File: src/rtl/pc_gen.sv
// Program-counter generator for the IF stage: reset vector, sequential
// increment, stall hold, aligned redirect with misalign pulse, halt/resume.
//
// state  | meaning
// IDLE   | out of reset, ce=0; moves to RUN on the first edge
// RUN    | fetching; pc advances, holds on stall or takes a redirect
// HALT   | fetch disabled; debug redirect allowed, resume returns to RUN
module pc_gen #(
  parameter int                    ADDR_WIDTH   = 32,
  parameter logic [ADDR_WIDTH-1:0] RESET_VECTOR = '0,
  parameter int                    INST_BYTES   = 4
) (
  input  logic                  clk,
  input  logic                  rst,
  input  logic                  stall,
  input  logic                  branch_en,
  input  logic [ADDR_WIDTH-1:0] branch_target,
  input  logic                  halt_req,
  input  logic                  resume,
  output logic [ADDR_WIDTH-1:0] pc,
  output logic                  ce,
  output logic                  misalign,
  output logic                  halted
);

  localparam logic [1:0] S_IDLE = 2'd0;
  localparam logic [1:0] S_RUN  = 2'd1;
  localparam logic [1:0] S_HALT = 2'd2;

  // INST_BYTES is a power of two, so INST_BYTES-1 is exactly the alignment mask
  localparam logic [ADDR_WIDTH-1:0] ALIGN_MASK = ADDR_WIDTH'(INST_BYTES - 1);
  localparam logic [ADDR_WIDTH-1:0] PC_INC     = ADDR_WIDTH'(INST_BYTES);

  logic [1:0]            state_q, state_d;
  logic [ADDR_WIDTH-1:0] pc_q, pc_d;
  logic                  ce_q, ce_d;
  logic                  misalign_q, misalign_d;
  logic                  halted_q, halted_d;

  logic [ADDR_WIDTH-1:0] target_aligned;
  logic                  target_misaligned;

  assign target_aligned    = branch_target & ~ALIGN_MASK;
  assign target_misaligned = |(branch_target & ALIGN_MASK);

  always_comb begin
    state_d    = state_q;
    pc_d       = pc_q;
    ce_d       = ce_q;
    misalign_d = 1'b0;
    halted_d   = halted_q;
    case (state_q)
      S_IDLE: begin
        state_d  = S_RUN;
        ce_d     = 1'b1;
        halted_d = 1'b0;
      end
      S_RUN: begin
        if (branch_en) begin
          pc_d       = target_aligned;
          misalign_d = target_misaligned;
        end else if (halt_req) begin
          state_d  = S_HALT;
          ce_d     = 1'b0;
          halted_d = 1'b1;
        end else if (!stall) begin
          pc_d = pc_q + PC_INC;
        end
      end
      S_HALT: begin
        // a redirect wins over resume; resume has to be reasserted afterwards
        if (branch_en) begin
          pc_d       = target_aligned;
          misalign_d = target_misaligned;
        end else if (resume) begin
          state_d  = S_RUN;
          ce_d     = 1'b1;
          halted_d = 1'b0;
        end
      end
      default: begin
        state_d  = S_IDLE;
        ce_d     = 1'b0;
        halted_d = 1'b0;
      end
    endcase
  end

  always_ff @(posedge clk or posedge rst) begin
    if (rst) begin
      state_q    <= S_IDLE;
      pc_q       <= RESET_VECTOR;
      ce_q       <= 1'b0;
      misalign_q <= 1'b0;
      halted_q   <= 1'b0;
    end else begin
      state_q    <= state_d;
      pc_q       <= pc_d;
      ce_q       <= ce_d;
      misalign_q <= misalign_d;
      halted_q   <= halted_d;
    end
  end

  assign pc       = pc_q;
  assign ce       = ce_q;
  assign misalign = misalign_q;
  assign halted   = halted_q;

endmodule

File: config.mk
export PLATFORM = sky130hd
export DESIGN_NAME = pc_gen
export DESIGN_NICKNAME = d
export VERILOG_FILES = /design/src/rtl/pc_gen.sv
export SDC_FILE = /design/constraint.sdc
export NUM_CORES = 1
export LEC_CHECK = 0
export BUFFER_PORTS_ARGS = -buffer_cell sky130_fd_sc_hd__buf_2
export CAP_MARGIN = 0
export CORE_ASPECT_RATIO = 0.5
export CORE_UTILIZATION = 42
export DETAILED_ROUTE_END_ITERATION = 7
export GPL_ROUTABILITY_DRIVEN = 0
export HOLD_SLACK_MARGIN = 0.1
export PLACE_DENSITY = 0.7
export SLEW_MARGIN = 5
export SYNTH_ARGS = -nofsm -noshare
export SYNTH_HDL_FRONTEND = slang
export SYNTH_SLANG_ARGS = --single-unit
export TNS_END_PERCENT = 1
File: constraint.sdc
create_clock -name clk -period 5.73 [get_ports clk]
set_input_delay 1.4325 -clock clk [delete_from_list [all_inputs] [get_ports clk]]
set_output_delay 1.4325 -clock clk [all_outputs]
set_load 0.01 [all_outputs]
## After elaboration in Yosys (flattened, before gate mapping)

Cells that the tools add are included.

| word-level totals | value |
|---|---|
| logic and storage cells | 43 |
| flip-flop bits (word level) | 37 |

| operators by class | value |
|---|---|
| muxes and demuxes | 22 |
| equal/unequal tests | 9 |
| add/sub/neg operators | 1 |
| reductions and logical operators | 6 |

Operator list:

| kind | count |
|---|---|
| 32-bit two-way mux | 4 |
| 32-bit case mux with 2 select lines | 1 |
| 32-bit by 3-bit adder with 32-bit output, second input constant | 1 |
| 1-bit two-way mux | 10 |
| 2-bit inequality test, second input constant | 5 |
| 2-bit two-way mux | 4 |
| 4-bit AND reduction | 2 |
| 3-bit inequality test, second input constant | 2 |
| 2-bit case mux with 3 select lines | 1 |
| 2-bit OR reduction | 2 |
| 1-bit case mux with 3 select lines | 1 |
| 2-bit by 1-bit == test with 1-bit output, second input constant | 1 |
| 2-bit == test, second input constant | 1 |
| 2-bit logical NOT | 1 |
| 1-bit case mux with 2 select lines | 1 |
| 2-bit nonzero test | 1 |

## Longest topological paths before layout

Gate-level depths: netlist (run 1).

| depth | value |
|---|---|
| word-level depth | 5 |
| mapped depth | 9 |
| depth with buffers taken out | 7 |

## Least setup slack after synthesis (run 1)

OpenSTA, ideal clock, no wires.

| timing path | value |
|---|---|
| kind | input to register |
| from | input port branch_en |
| to | register pc_q[17], in the netlist pc[17] |
| library setup time | 0.125 ns |
| stages on the path | 6 |
| setup slack | 3.052 ns |
| arrival | 2.553 ns |
| data required time | 5.605 ns |
| cells stage by stage | clkbuf_1 nor2_1 buf_2 nand3_1 o32ai_1 nor2_1 |

| between the ends | value |
|---|---|
| word-level cells in the longest chain between the ends | 2 |

Ends and longest elaborated chain:

| item | line | source |
|---|---|---|
| start, declared | 16 | `input logic branch_en,` |
| 3-bit inequality test (no line), or another cell as far along | n/a |  |
| 4-bit AND reduction (no line) or 32-bit case mux with 2 select lines (tied branches) | n/a |  |
| end signal, assigned | 98 | `pc_q <= pc_d;` |
| end, declared | 35 | `logic [ADDR_WIDTH-1:0] pc_q, pc_d;` |

Several ways; a longest one is shown, not always the timed one.
A chain may end at the register's enable or synchronous reset.

## Worst setup path in the final report (run 1)

| timing path | value |
|---|---|
| from | input port halt_req |
| to | register pc_q[27], in the netlist pc[27] |

| between the ends | value |
|---|---|
| word-level cells in the longest chain between the ends | 2 |

Ends and longest elaborated chain:

| item | line | source |
|---|---|---|
| start, declared | 18 | `input logic halt_req,` |
| 3-bit inequality test (no line) | n/a |  |
| 4-bit AND reduction (no line) | n/a |  |

Every way passes these cells.

==> results of run 1 <==
## kinds of logic (layout without fill, tap and decap cells)
group / after synthesis / in the layout / share of synthesized area [%]
DFF: 33 / 33 / 38.2
and+or+nand+nor: 99 / 99 / 25.4
AOI/OAI and AO/OA: 97 / 97 / 28.2
other: 1 / 2 / 0.173
adders and majority gates: 4 / 4 / 2.31
buffers and inverters: 26 / 87 / 5.21
muxes: 1 / 1 / 0.463
## Yosys cell counts (2+ instances only)
cell type  number  area (sq um)
or3_1           3          18.8
nor4_4          2          42.5
or2_2           2          12.5
dfrtp_1        33           826
nor3_1          5          25.0
nor4_1          2          12.5
buf_1           2          7.51
ha_1            4          50.1
o41ai_1         2          17.5
o311ai_1        2          17.5
o22ai_1        10          62.6
o32ai_1         2          17.5
buf_4           2          15.0
a2bb2oi_1       3          26.3
a211oi_1        6          45.0
buf_2           6          30.0
inv_1           7          26.3
a31oi_1         3          18.8
o21ai_0        20           100
a21oi_1        32           160
nand4_2         2          25.0
and4_1          3          26.3
nand4_1        11          68.8
nand2_1        23          86.3
clkbuf_1        9          33.8
o22a_1          2          17.5
a32oi_1         2          17.5
nand3_1        17          85.1
nor2_1         20          75.1
and3_1          4          25.0
a311oi_1        5          43.8
## flip-flops by register name, indices dropped and copies added, names as in the netlist
signal / count
state_q: 1
halted: 1
misalign: 1
pc: 30
## final timing paths
check                           start      to  slack [ns]  depth (start not counted)
setup / recovery             halt_req  pc[27]        2.77                          5
hold / removal                  pc[2]   pc[2]        0.55                          1
setup reg to reg           state_q[0]  pc[27]        3.24                          6
hold reg to reg                 pc[2]   pc[2]        0.55                          1
max in group asynchronous         rst   pc[9]        4.20                          3
min in group asynchronous         rst  pc[19]        1.23                          3
## worst max-delay path: cells and delay by family
family / cells / cell delay (ns)
and+or+nand+nor: 1 / 0.22
buffers and inverters: 1 / 0.11
AOI/OAI and AO/OA: 3 / 1.37
## routing by layer
| layer | share of wire [%] | vias to the layer above | track usage [%] |
|---|---|---|---|
| met5 | 0 | - | 0 |
| met4 | 1.4 | 0 | 7.75 |
| met3 | 3.5 | 10 | 4.27 |
| met2 | 46 | 47 | 33.3 |
| met1 | 49 | 1106 | 29.5 |
| li1 | - | 1130 | - |
## cell type report
type	instances	area share, %
multi-input combinational	203	46.8
inverter	7	0.999
tap	70	3.33
timing repair buffer	73	14.2
clock buffer	7	3.28
sequential	33	31.4
## report_power, final
part           switching, mW  internal (mW)
clock                 0.0848         0.0953
sequential             0.165          0.346
combinational          0.387          0.267
total                  0.637          0.708
## through the flow
step | worst slack [ns] | hold WS (ns) | power, mW | area, sq um
2_1_floorplan | 3.05 | 0.566 | 0.944 | 2170
3_3_place_gp | 2.56 | 0.529 | 1.15 | 2540
3_5_place_dp | 2.48 | 0.548 | 1.17 | 2540
4_1_cts | 2.81 | 0.560 | 1.35 | 2630
5_1_grt | 2.62 | 0.600 | 1.46 | 2630
6_report | 2.77 | 0.549 | 1.35 | 2630
==> flow_metrics.tcl, run 1 <==
set metrics [dict create \
    status "finished, final reports clean" \
    cts.sinks 33 \
    grt_pass1_vias 1885 \
    finClkSkew_ns 0.00665 \
    synth-seq-cells 33 \
    antenna_cells 0 \
    worst_ep_arrival_time_ns 3.15 \
    max-clock-path-buffers 2 \
    clkTransAtPathRegs_ns 0.07 \
    synth-edff-count 0 \
    slowest_stage "o21a_1" \
    drive_above_1_share_pct 27.9 \
    crit_chain "buf_2, nor3_1, o21a_1, o21ai_0, a311oi_1" \
    syn_area_per_cell_sq_um 8.29 \
    finalHoldViolCount 0 \
    synth_area_sq_mm 0.00216 \
    cts_max_level 2 \
    grt_max_degree 53 \
    overflow 0 \
    drtIter0Drc 95 \
    totalWireLength_um 5660 \
    ir_drop_mv 0.253 \
    instances_no_fill 393 \
    multi_input_area_sq_mm 0.00123 \
    die_area_sq_mm 0.00546 \
    start_util_pct 43.9 \
    post_cts_buffers 0 \
    drc 0 \
    io_buffers 70 \
    fmax_mhz 338 \
    holdBufCountCts 0 \
    core_sq_mm 0.00493 \
    slew_viol_final 0 \
    min_period_ns 2.96 \
    yosysWarnings 0 \
    die_h_um 52.8 \
    synth_cell_types 46 \
    chipWidth_um 103 \
    async_reset_ff_share_pct 100 \
    finalNetCount 365 \
    cts_tree "built" \
    dp.final_hpwl_um 4020 \
    tightest_slew_ns 1.13 \
    io_pins 73 \
    hp-class "flip-flop to flip-flop" \
    antenna_found_initial 0 \
    finish.utilization_pct 53.3 \
    antenna_left 0 \
    route.vias.total 2293 \
    setup_tns_ns 0 \
    worstPathMaxFanout 33 \
    yosysSeqAreaShare_pct 38.2 \
    cp_data_required_time_ns 5.92 \
    final_common_cell "buf_2" \
    firstDrtPassIters 4 \
    grt_pass1_wl_um 8690 \
    numCtsBuffers 5 \
    nFillCells 467 \
    critPathCaptureType "flip-flop" \
    start_kind "input port" \
    finalSetupViolCount 0 \
    grt_usage_pct 21.4 \
    synth_cells 261 \
    p_leak_nw 1.14 \
    synth_flop_cell "dfrtp_1" \
    layout.area.seq_sq_um 826 \
    power_density_mw_per_mm2 511 \
    drv_cap 0 \
    finalCritPeriodShare_pct 51.7 \
    worstSkewPairLatency_ns 0.29 \
    rows 18 \
    post_cts_resized 0 \
    crit_type "input port to flip-flop" \
    max_stage_delay_ns 0.90 \
    clock-root-buffer "clkbuf_8" \
    slew_headroom_pct 24.5 \
    routedWlPerCell_um 14.4 \
    layout.cells.most_common_list "70 x buf_2, 33 x dfrtp_1, 32 x a21oi_1" \
    rsz0062_at_grt "false" \
    placed_cells 386 \
    avgViaCountPerCell 5.83 \
    area_growth_syn_to_layout_pct 21.6 \
]
No activity file was read; power rests on OpenSTA's default activity.
==> inputs of run 2 (changes only) <==
--- a/config.mk
+++ b/config.mk
@@ -12,7 +12,7 @@
 export DETAILED_ROUTE_END_ITERATION = 7
 export GPL_ROUTABILITY_DRIVEN = 0
 export HOLD_SLACK_MARGIN = 0.1
-export PLACE_DENSITY = 0.7
+export PLACE_DENSITY = 0.72
 export SLEW_MARGIN = 5
 export SYNTH_ARGS = -nofsm -noshare
 export SYNTH_HDL_FRONTEND = slang
==> constraint.sdc (replaced) <==
create_clock -name clk -period 2.7 [get_ports clk]
set_input_delay 0.675 -clock clk [delete_from_list [all_inputs] [get_ports clk]]
set_output_delay 0.675 -clock clk [all_outputs]
set_load 0.01 [all_outputs]
==> run 2 against run 1 <==
Clock-buffer cell count unchanged. Core utilization increased by 0.86 points. Clock skew increased by 0.0021 ns. Total power increased by 120%. Combinational power increased by 120%. Sequential power increased by 120%. Design area increased by 1.6%. Routed wire length increased by 10%. Hold slack got worse by 0.087 ns. Sequential share of layout area decreased by 0.50 points. Critical path depth increased by 2. Critical endpoint is now pc[31]. Largest cell class unchanged.
==> flow_metrics.tcl, run 2 (synthesis gave the netlist of run 1 again) <==
set metrics [dict create \
    numCtsBuffers 5 \
    die_area_sq_mm 0.00546 \
    status "finished, final reports clean" \
    post_cts_resized 0 \
    holdBufCountCts 0 \
    min_period_ns 2.25 \
    finalSetupViolCount 0 \
    antenna_cells 0 \
    power_density_mw_per_mm2 1120 \
    grt_max_degree 54 \
    io_pins 73 \
    post_cts_buffers 0 \
    start_kind "flip-flop" \
    drtIter0Drc 105 \
    nFillCells 482 \
    io_buffers 70 \
    chipWidth_um 103 \
    firstDrtPassIters 4 \
    critPathCaptureType "flip-flop" \
    cts_max_level 2 \
    finalNetCount 367 \
    layout.cells.most_common_list "70 x buf_2, 33 x dfrtp_1, 32 x a21oi_1" \
    slew_viol_final 0 \
    drv_cap 0 \
    finalCritPeriodShare_pct 83.1 \
    drive_above_1_share_pct 28.8 \
    rows 18 \
    reg2reg_from "state_q[0]" \
    die_h_um 52.8 \
    worstSkewPairLatency_ns 0.30 \
    cts.sinks 33 \
    avgViaCountPerCell 5.88 \
    largest_reg_flops 30 \
    fin_total_pwr_mw 2.98 \
    route.vias.total 2330 \
    cp_data_required_time_ns 2.88 \
    worstPathMaxFanout 14 \
    r2r.worst_path.cells 7 \
    tightest_slew_ns 0.536 \
    grt_pass1_vias 2007 \
    clock-root-buffer "clkbuf_8" \
    antenna_left 0 \
    finalHoldViolCount 0 \
    dp.final_hpwl_um 4400 \
    r2r_slack_ns 0.45 \
    finClkSkew_ns 0.00873 \
    rsz0062_at_grt "false" \
    clkTransAtPathRegs_ns 0.07 \
    hp-class "input port to async pin" \
    startpoint "state_q[0]" \
    area_growth_syn_to_layout_pct 23.5 \
    cts_tree "built" \
    crit_type "flip-flop to flip-flop" \
    drc 0 \
    max-clock-path-buffers 2 \
    setup_tns_ns 0 \
    worst_ep_arrival_time_ns 2.42 \
    start_util_pct 43.9 \
    p_leak_nw 1.16 \
    grt_pass1_wl_um 9830 \
    grt_usage_pct 24.0 \
    fmax_mhz 445 \
    routedWlPerCell_um 15.7 \
    overflow 0 \
    slew_headroom_pct 64.0 \
    core_sq_mm 0.00493 \
    ir_drop_mv 0.434 \
    totalWireLength_um 6240 \
    final_common_cell "buf_2" \
    antenna_found_initial 0 \
]
[run 2: cell count changes in the layout (fill, tap and decap cells not counted), sizes merged]
cell,before,now
buf,73,75
clkinv,0,1
[run 2: per-layer routing]
layer	vias up	routed length, um	global-route usage, %
met2	88	2920	37.0
met3	9	367	4.80
met4	0	73	9.62
li1	1131	-	-
met1	1102	2880	33.0
met5	-	0	0
[run 2: report_power, final]
part	switching, mW	internal (mW)
Combinational	0.858	0.594
Clock	0.201	0.231
Sequential	0.364	0.733
[run 2: final timing paths]
kind	to
worst max register to register	pc[31]
max in group asynchronous	pc[31]
worst min register to register	pc[2]
worst max-delay path	pc[31]
worst min-delay path	pc[25]
min in group clk	pc[2]
[run 2: final cells by class]
cell class | instances | area, sq um | share of cell area [%]
inverters | 7 | 26.3 | 0.983
multi-input cells | 203 | 1230 | 46.1
clock buffers | 7 | 96.3 | 3.60
flip-flops and latches | 33 | 826 | 30.9
well taps | 70 | 87.6 | 3.28
clock inverters | 1 | 5.00 | 0.187
repair buffers | 75 | 400 | 15.0
[run 2: worst max-delay path, cell delays in order, from the launching register on]
cell	delay, ns
dfrtp_1	0.37
inv_1	0.08
ha_1	0.28
or2_2	0.37
o21ai_1	0.32
buf_4	0.31
nor4_1	0.07
a311o_1	0.33
[run 2: through the flow]
stage | utilization [%] | setup WS, ns | cell area (sq um) | cells | hold WS (ns)
2_1_floorplan | - | 0.741 | 2170 | 262 | 0.566
3_3_place_gp | 52.1 | 0.580 | 2570 | 388 | 0.522
3_5_place_dp | 52.1 | 0.487 | 2570 | 388 | 0.552
4_1_cts | 54.2 | 0.460 | 2670 | 396 | 0.474
5_1_grt | 54.2 | 0.315 | 2670 | 396 | 0.506
6_report | 54.2 | 0.455 | 2670 | 396 | 0.463
